[config.mk]
export PLATFORM = sky130hd
export DESIGN_NAME = slot_win_sched_flat
export DESIGN_NICKNAME = d
export VERILOG_FILES = /design/src/rtl/slot_win_sched_pkg.sv /design/src/rtl/slot_win_sched_if.sv /design/src/rtl/slot_win_sched_rr_pick8.sv /design/src/rtl/slot_win_sched.sv /design/src/flat_wrapper.sv
export SDC_FILE = /design/constraint.sdc
export NUM_CORES = 1
export LEC_CHECK = 0
export ABC_AREA = 1
export ABC_CLOCK_PERIOD_IN_PS = 2410
export CAP_MARGIN = 20
export CORE_MARGIN = 1
export CORE_UTILIZATION = 42
export CTS_CLUSTER_DIAMETER = 30
export DETAILED_ROUTE_END_ITERATION = 10
export MAX_ROUTING_LAYER = met4
export PLACE_DENSITY = 0.77
export SLEW_MARGIN = 10
export SYNTH_ARGS = -nofsm -noshare
export SYNTH_HDL_FRONTEND = slang
export SYNTH_SLANG_ARGS = --single-unit
[constraint.sdc]
create_clock -name clk -period 2.41 [get_ports clk]
set_input_delay 0.241 -clock clk [delete_from_list [all_inputs] [get_ports clk]]
set_output_delay 0.241 -clock clk [all_outputs]
set_load 0.01 [all_outputs]
[src/rtl/slot_win_sched_pkg.sv]
// Shared types and helpers for the slot/window round-robin scheduler.
// Requesters and slots are both fixed at eight.
package slot_win_pkg;

    localparam int N_REQ  = 8;
    localparam int N_SLOT = 8;

    typedef enum logic [1:0] {
        ST_IDLE,
        ST_ARB,
        ST_GRANT,
        ST_GAP
    } state_t;

    // Row k holds the window mask of requester k; bit s enables slot s.
    typedef logic [N_REQ-1:0][N_SLOT-1:0] win_arr_t;

    function automatic logic [N_REQ-1:0] build_elig(
        input logic [N_REQ-1:0] req,
        input win_arr_t         win,
        input logic [2:0]       slot
    );
        logic [N_REQ-1:0] elig;
        elig = '0;
        for (int k = 0; k < N_REQ; k++) begin
            elig[k] = req[k] & win[k][slot];
        end
        return elig;
    endfunction

endpackage

[src/rtl/slot_win_sched_if.sv]
// Request/grant bundle between the requesters (master) and the scheduler (slave).
// Window masks keep one signal per requester, matching the board-level naming.
interface slot_win_sched_if #(
    parameter int CNT_W = 8
);
    logic             en;
    logic [7:0]       req_flag;
    logic [7:0]       time_win1;
    logic [7:0]       time_win2;
    logic [7:0]       time_win3;
    logic [7:0]       time_win4;
    logic [7:0]       time_win5;
    logic [7:0]       time_win6;
    logic [7:0]       time_win7;
    logic [7:0]       time_win8;
    logic [7:0]       done;
    logic [7:0]       gnt;
    logic             gnt_vld;
    logic [2:0]       slot_idx;
    logic             abort;
    logic [CNT_W-1:0] abort_cnt;

    modport master (
        output en, req_flag, done,
        output time_win1, time_win2, time_win3, time_win4,
        output time_win5, time_win6, time_win7, time_win8,
        input  gnt, gnt_vld, slot_idx, abort, abort_cnt
    );

    modport slave (
        input  en, req_flag, done,
        input  time_win1, time_win2, time_win3, time_win4,
        input  time_win5, time_win6, time_win7, time_win8,
        output gnt, gnt_vld, slot_idx, abort, abort_cnt
    );

endinterface

[src/rtl/slot_win_sched_rr_pick8.sv]
// Combinational round-robin picker over eight requesters.
// Search begins one past last_i and wraps modulo eight.
module rr_pick8 (
    input  logic [7:0] elig_i,
    input  logic [2:0] last_i,
    output logic [7:0] pick_oh_o,
    output logic [2:0] pick_idx_o,
    output logic       any_o
);

    logic [2:0] idx;
    logic       found;

    always_comb begin
        idx        = '0;
        found      = 1'b0;
        pick_idx_o = last_i;
        for (int i = 1; i <= 8; i++) begin
            idx = last_i + 3'(i);
            if (!found && elig_i[idx]) begin
                found      = 1'b1;
                pick_idx_o = idx;
            end
        end
        any_o     = found;
        pick_oh_o = found ? (8'b1 << pick_idx_o) : 8'b0;
    end

endmodule

[src/rtl/slot_win_sched.sv]
// Time-slot scheduler: eight slots per frame, one round-robin grant per slot,
// released by done/drop or pre-empted at the slot boundary.
module slot_win_sched
    import slot_win_pkg::*;
#(
    parameter int SLOT_CYC = 16,
    parameter int CNT_W    = 8
) (
    input  logic             clk,
    input  logic             rst_n,
    slot_win_sched_if.slave  bus
);

    localparam int              CYC_W    = $clog2(SLOT_CYC);
    localparam logic [CYC_W-1:0] CYC_LAST = CYC_W'(SLOT_CYC - 1);

    state_t           state_q, state_d;
    logic [CYC_W-1:0] cyc_q, cyc_d;
    logic [2:0]       slot_q, slot_d;
    logic [2:0]       last_q, last_d;
    logic [7:0]       gnt_q, gnt_d;
    logic [2:0]       gnt_idx_q, gnt_idx_d;
    logic             abort_q, abort_d;
    logic [CNT_W-1:0] abort_cnt_q, abort_cnt_d;

    logic [7:0] elig;
    logic [7:0] pick_oh;
    logic [2:0] pick_idx;
    logic       pick_any;
    logic       slot_end;

    assign elig = build_elig(bus.req_flag,
                             {bus.time_win8, bus.time_win7, bus.time_win6, bus.time_win5,
                              bus.time_win4, bus.time_win3, bus.time_win2, bus.time_win1},
                             slot_q);

    rr_pick8 u_pick (
        .elig_i     (elig),
        .last_i     (last_q),
        .pick_oh_o  (pick_oh),
        .pick_idx_o (pick_idx),
        .any_o      (pick_any)
    );

    assign slot_end = (cyc_q == CYC_LAST);

    // Counters hold in IDLE so that ARB is always entered with cyc_cnt = 0.
    always_comb begin
        cyc_d  = cyc_q;
        slot_d = slot_q;
        if (!bus.en) begin
            cyc_d  = '0;
            slot_d = '0;
        end else if (state_q != ST_IDLE) begin
            if (slot_end) begin
                cyc_d  = '0;
                slot_d = slot_q + 3'd1;
            end else begin
                cyc_d  = cyc_q + CYC_W'(1);
            end
        end
    end

    // NOTE: every next-state signal gets its hold value first so no path
    // through the case leaves it unassigned, which would infer a latch.
    always_comb begin
        state_d     = state_q;
        gnt_d       = gnt_q;
        gnt_idx_d   = gnt_idx_q;
        last_d      = last_q;
        abort_d     = 1'b0;
        abort_cnt_d = abort_cnt_q;

        if (!bus.en) begin
            state_d = ST_IDLE;
            gnt_d   = '0;
        end else begin
            unique case (state_q)
                ST_IDLE: state_d = ST_ARB;
                ST_ARB: begin
                    if (pick_any && !slot_end) begin
                        gnt_d     = pick_oh;
                        gnt_idx_d = pick_idx;
                        state_d   = ST_GRANT;
                    end
                end
                ST_GRANT: begin
                    // Release outranks pre-emption when both land on the last cycle.
                    if (bus.done[gnt_idx_q] || !bus.req_flag[gnt_idx_q]) begin
                        gnt_d   = '0;
                        last_d  = gnt_idx_q;
                        state_d = ST_GAP;
                    end else if (slot_end) begin
                        gnt_d   = '0;
                        last_d  = gnt_idx_q;
                        abort_d = 1'b1;
                        if (abort_cnt_q != '1) begin
                            abort_cnt_d = abort_cnt_q + CNT_W'(1);
                        end
                        state_d = ST_GAP;
                    end
                end
                ST_GAP: state_d = ST_ARB;
                default: begin
                    state_d = ST_IDLE;
                    gnt_d   = '0;
                end
            endcase
        end
    end

    // NOTE: state registers use non-blocking assignment so every flop samples
    // the pre-edge value of its peers, independent of statement order.
    always_ff @(posedge clk or negedge rst_n) begin
        if (!rst_n) begin
            state_q     <= ST_IDLE;
            cyc_q       <= '0;
            slot_q      <= '0;
            last_q      <= 3'd7;
            gnt_q       <= '0;
            gnt_idx_q   <= '0;
            abort_q     <= 1'b0;
            abort_cnt_q <= '0;
        end else begin
            state_q     <= state_d;
            cyc_q       <= cyc_d;
            slot_q      <= slot_d;
            last_q      <= last_d;
            gnt_q       <= gnt_d;
            gnt_idx_q   <= gnt_idx_d;
            abort_q     <= abort_d;
            abort_cnt_q <= abort_cnt_d;
        end
    end

    assign bus.gnt       = gnt_q;
    assign bus.gnt_vld   = |gnt_q;
    assign bus.slot_idx  = slot_q;
    assign bus.abort     = abort_q;
    assign bus.abort_cnt = abort_cnt_q;

endmodule

[src/flat_wrapper.sv]
// flat-port wrapper written by rule: the top's interface ports become plain ports
module slot_win_sched_flat import slot_win_pkg::*;
#(
    parameter int SLOT_CYC = 16,
    parameter int CNT_W    = 8
)
  (clk, rst_n, bus_en, bus_req_flag, bus_done, bus_time_win1, bus_time_win2, bus_time_win3, bus_time_win4, bus_time_win5, bus_time_win6, bus_time_win7, bus_time_win8, bus_gnt, bus_gnt_vld, bus_slot_idx, bus_abort, bus_abort_cnt);
  slot_win_sched_if #(.CNT_W(CNT_W)) bus_i ();
  input  logic clk;
  input  logic rst_n;
  input wire logic [$bits(bus_i.en)-1:0] bus_en;
  input wire logic [$bits(bus_i.req_flag)-1:0] bus_req_flag;
  input wire logic [$bits(bus_i.done)-1:0] bus_done;
  input wire logic [$bits(bus_i.time_win1)-1:0] bus_time_win1;
  input wire logic [$bits(bus_i.time_win2)-1:0] bus_time_win2;
  input wire logic [$bits(bus_i.time_win3)-1:0] bus_time_win3;
  input wire logic [$bits(bus_i.time_win4)-1:0] bus_time_win4;
  input wire logic [$bits(bus_i.time_win5)-1:0] bus_time_win5;
  input wire logic [$bits(bus_i.time_win6)-1:0] bus_time_win6;
  input wire logic [$bits(bus_i.time_win7)-1:0] bus_time_win7;
  input wire logic [$bits(bus_i.time_win8)-1:0] bus_time_win8;
  output wire logic [$bits(bus_i.gnt)-1:0] bus_gnt;
  output wire logic [$bits(bus_i.gnt_vld)-1:0] bus_gnt_vld;
  output wire logic [$bits(bus_i.slot_idx)-1:0] bus_slot_idx;
  output wire logic [$bits(bus_i.abort)-1:0] bus_abort;
  output wire logic [$bits(bus_i.abort_cnt)-1:0] bus_abort_cnt;
  assign bus_i.en = bus_en;
  assign bus_i.req_flag = bus_req_flag;
  assign bus_i.done = bus_done;
  assign bus_i.time_win1 = bus_time_win1;
  assign bus_i.time_win2 = bus_time_win2;
  assign bus_i.time_win3 = bus_time_win3;
  assign bus_i.time_win4 = bus_time_win4;
  assign bus_i.time_win5 = bus_time_win5;
  assign bus_i.time_win6 = bus_time_win6;
  assign bus_i.time_win7 = bus_time_win7;
  assign bus_i.time_win8 = bus_time_win8;
  assign bus_gnt = bus_i.gnt;
  assign bus_gnt_vld = bus_i.gnt_vld;
  assign bus_slot_idx = bus_i.slot_idx;
  assign bus_abort = bus_i.abort;
  assign bus_abort_cnt = bus_i.abort_cnt;
  slot_win_sched #(.SLOT_CYC(SLOT_CYC), .CNT_W(CNT_W)) u_core (.clk(clk), .rst_n(rst_n), .bus(bus_i));
endmodule
==> impl_metrics.ini <==
[grt]
grt_pass1_wl_um = 16500
grt_pass1_vias = 3776
overflow = 0
grt_max_degree = 33
antenna_found_initial = 0
grt_usage_pct = 27.9

[timing]
setup_viol = 13
fin_crit_ps = 2610
max_slew_margin_pct = 73.0
holdWs_ps = 360
fmax_mhz = 384
tns_ps = -1720
rsz0062_at_grt = true
fin_crit_sh_pct = 108
worst_pin_slew_ps = 399
maxSlewViolCount = 0
finalHoldViolCount = 0
final.setup.worst_slack_ps = -196
clock_skew_ps = 6.05

[logic_synthesis]
synth_seq_cells = 32
yosysWarningCount = 0
syn_avg_cell_area_sq_um = 6.08
synthFlopType = dfrtp_1
synthArstFlopShare_pct = 100
ys_seq_area_share_pct = 25.8
synth_fp_nets = 605
synth_edf_count = 0
synth_cells = 514
post_synth_num_cell_types = 41
netlist_area_sq_um = 3120

[final_layout]
fin_cells = 747
layout.nets = 738
final_cell_mix = nand2_1 (181), clkdlybuf4s50_1 (103), inv_1 (69)
area_growth_pct = 58.0
final_common_cell = nand2_1
diodes = 0
fin_area_sq_um = 4930
drive_gt1_share_pct = 20.7

[detailed_routing]
postRouteAntennaNets = 0
drt_iter0_drc = 133
dr_total_vias = 3783
via_per_inst = 5.06
dr.pass1.iters = 4
route.detailed.drc = 0
wire_per_inst_um = 13.7
drt_wl_total_um = 10200

[clocking]
cts_tree = yes
cts_hold_buf = 0
ctsHtreeMaxLevel = 2
clockRootBuffer = clkbuf_8
clkSlewWorstSetupHoldPaths_ps = 70
cts_buffers = 5
clk_latency_ps = 280
clk_path_buf_depth = 2
cts.sinks = 32

[die]
die_h_um = 88.2
num_io_pins = 104
die_area_sq_um = 7780
core_sq_um = 7210
die_w_um = 88.2
num_rows = 31
start_util_pct = 43.3

[placement]
hpwl_um = 7680
placed_cell_area_sq_um = 4470
place_inst = 733
place.gp.congestion = 0.945
io_buffers = 103

[critical_path]
cp_cell_sequence = buf_12 -> nor2_2 -> nor2_1 -> o21ai_1 -> nand3_1 -> nand3_2 -> nand2_2 -> nand2_1 -> nand2_1 -> nand2_2 -> nand2_2 -> nand2_4 -> nand4_4 -> nor2_4 -> nand2_1 -> nand2_1 -> inv_1 -> nand2_1 -> nand2_2 -> a21oi_1 -> nand3_1 -> nand2_1
critPathKind = flip-flop to flip-flop
critPathBufInv = 2
cpPeakStageDelay_ps = 470
crit_path_end_kind = flip-flop
crit_family = simple AND/OR/NAND/NOR gates
crit_path_start_kind = flip-flop
rrSetupSlack_ps = -200
rr_startpoint = u_core.bus.slot_idx[0]$_DFFE_PN0P_
worstReg2RegEnd = u_core.bus.gnt[0]$_DFFE_PN0P_
rr_worst_depth = 22
worstPathArrival_ps = 2830
cp_max_fo = 32
crit_slowest_cell = dfrtp_2
crit_path_frequent_cell = nand2_1
crit_required_ps = 2640

[power_and_ir_drop]
leakage_nw = 2.53
powerDensity_nw_per_um2 = 1100
total_power_mw = 5.44
max-vdd-ir-drop_v = 0.000799

[outcome]
status = finished, violations left
violations = setup timing

[job]
drv_cap = 0

[hold_path]
hold_path.class = input pin to async pin
## worst register-to-register path: stages (launching register included)
cell,delay (ps)
dfrtp_2,470
buf_12,190
nor2_2,110
nor2_1,40
o21ai_1,70
nand3_1,90
nand3_2,120
nand2_2,70
nand2_1,60
nand2_1,60
nand2_2,110
nand2_2,80
nand2_4,90
nand4_4,80
nor2_4,180
nand2_1,110
nand2_1,70
inv_1,40
nand2_1,60
nand2_2,80
a21oi_1,200
nand3_1,110
nand2_1,60
## report_power, final
| group | internal [mW] | switching, mW | total (mW) |
|---|---|---|---|
| Combinational | 1.65 | 2.45 | 4.10 |
| Sequential | 0.666 | 0.113 | 0.780 |
| Clock | 0.365 | 0.195 | 0.559 |
| Total | 2.68 | 2.76 | 5.44 |
## per-stage QoR
stage               utilization, %  worst slack (ps)
floorplan                        -              38.5
global placement              61.9              -179
detailed placement            61.9              -211
CTS                           66.2             -94.6
global route                  68.4              -409
finish                        68.4              -196
## kinds of logic after synthesis
family,Yosys count,synth area share [%]
AOI/OAI and AO/OA,37,6.85
xor gates and xnor gates,10,2.80
and+or+nand+nor,335,48.2
buffers and inverters,91,12.9
adders and majority gates,8,3.21
DFF,32,25.8
muxes,1,0.361
## worst max-delay path by stage
| stage | start | end | slack [ps] | depth (start not counted) |
|---|---|---|---|---|
| final | u_core.bus.slot_idx[0]$_DFFE_PN0P_ | u_core.bus.gnt[0]$_DFFE_PN0P_ | -200 | 22 |
| after floorplan | u_core.last_q[1]$_DFFE_PN1P_ | u_core.bus.gnt[3]$_DFFE_PN0P_ | 40 | 17 |
| after CTS | u_core.bus.slot_idx[0]$_DFFE_PN0P_ | u_core.bus.gnt[5]$_DFFE_PN0P_ | -90 | 20 |
| after detailed placement | bus_time_win3[6] | u_core.bus.gnt[1]$_DFFE_PN0P_ | -210 | 17 |
| after global placement | u_core.bus.slot_idx[0]$_DFFE_PN0P_ | u_core.bus.gnt[4]$_DFFE_PN0P_ | -180 | 20 |
| after global routing | u_core.bus.slot_idx[0]$_DFFE_PN0P_ | u_core.bus.gnt[2]$_DFFE_PN0P_ | -410 | 22 |
## flip-flops by register name, indices dropped and copies added (netlist names)
signal	flops
u_core.bus.slot_idx	3
u_core.gnt_idx_q	3
u_core.bus.abort	1
u_core.cyc_q	4
u_core.state_q	2
u_core.bus.abort_cnt	8
u_core.last_q	3
u_core.bus.gnt	8
## metal layers
layer,global-route usage (%),wire length [um],vias to the layer above
met2,50.1,5170,110
li1,-,-,1887
met3,4.10,472,37
met1,30.8,4290,1749
met4,11.3,316,0
met5,-,0,-
## area by class of cell
type | instances | area, sq um
multi-input cells | 391 | 2190
clock inverters | 1 | 30.0
repair buffers | 141 | 1400
flip-flops and latches | 32 | 806
clock buffers | 7 | 96.3
fillers | 605 | 2280
well taps | 99 | 124
inverters | 76 | 295
## cells in the mapped netlist (4+ instances only)
library cell | instances | share of area, %
nand2_2 | 5 | 1.0
nand3_2 | 5 | 1.6
inv_2 | 4 | 0.48
nand3_1 | 87 | 14
a21oi_1 | 9 | 1.4
ha_1 | 8 | 3.2
inv_1 | 70 | 8.4
xor2_1 | 9 | 2.5
o21ai_0 | 18 | 2.9
dfrtp_1 | 29 | 23
nand2_1 | 208 | 25
buf_2 | 4 | 0.64
nor2_1 | 12 | 1.4
buf_6 | 4 | 1.4
buf_4 | 6 | 1.4
## what timing repair did
| action | 4_1_cts | 5_1_grt |
|---|---|---|
| resized for setup | 36 | 43 |
| pin swaps | 2 | 20 |
| endpoints found under the setup margin | 13 | 13 |
| buffers inserted | 2 | 2 |
| gates cloned | 2 | 0 |
Power figures use the tool's default switching activity.
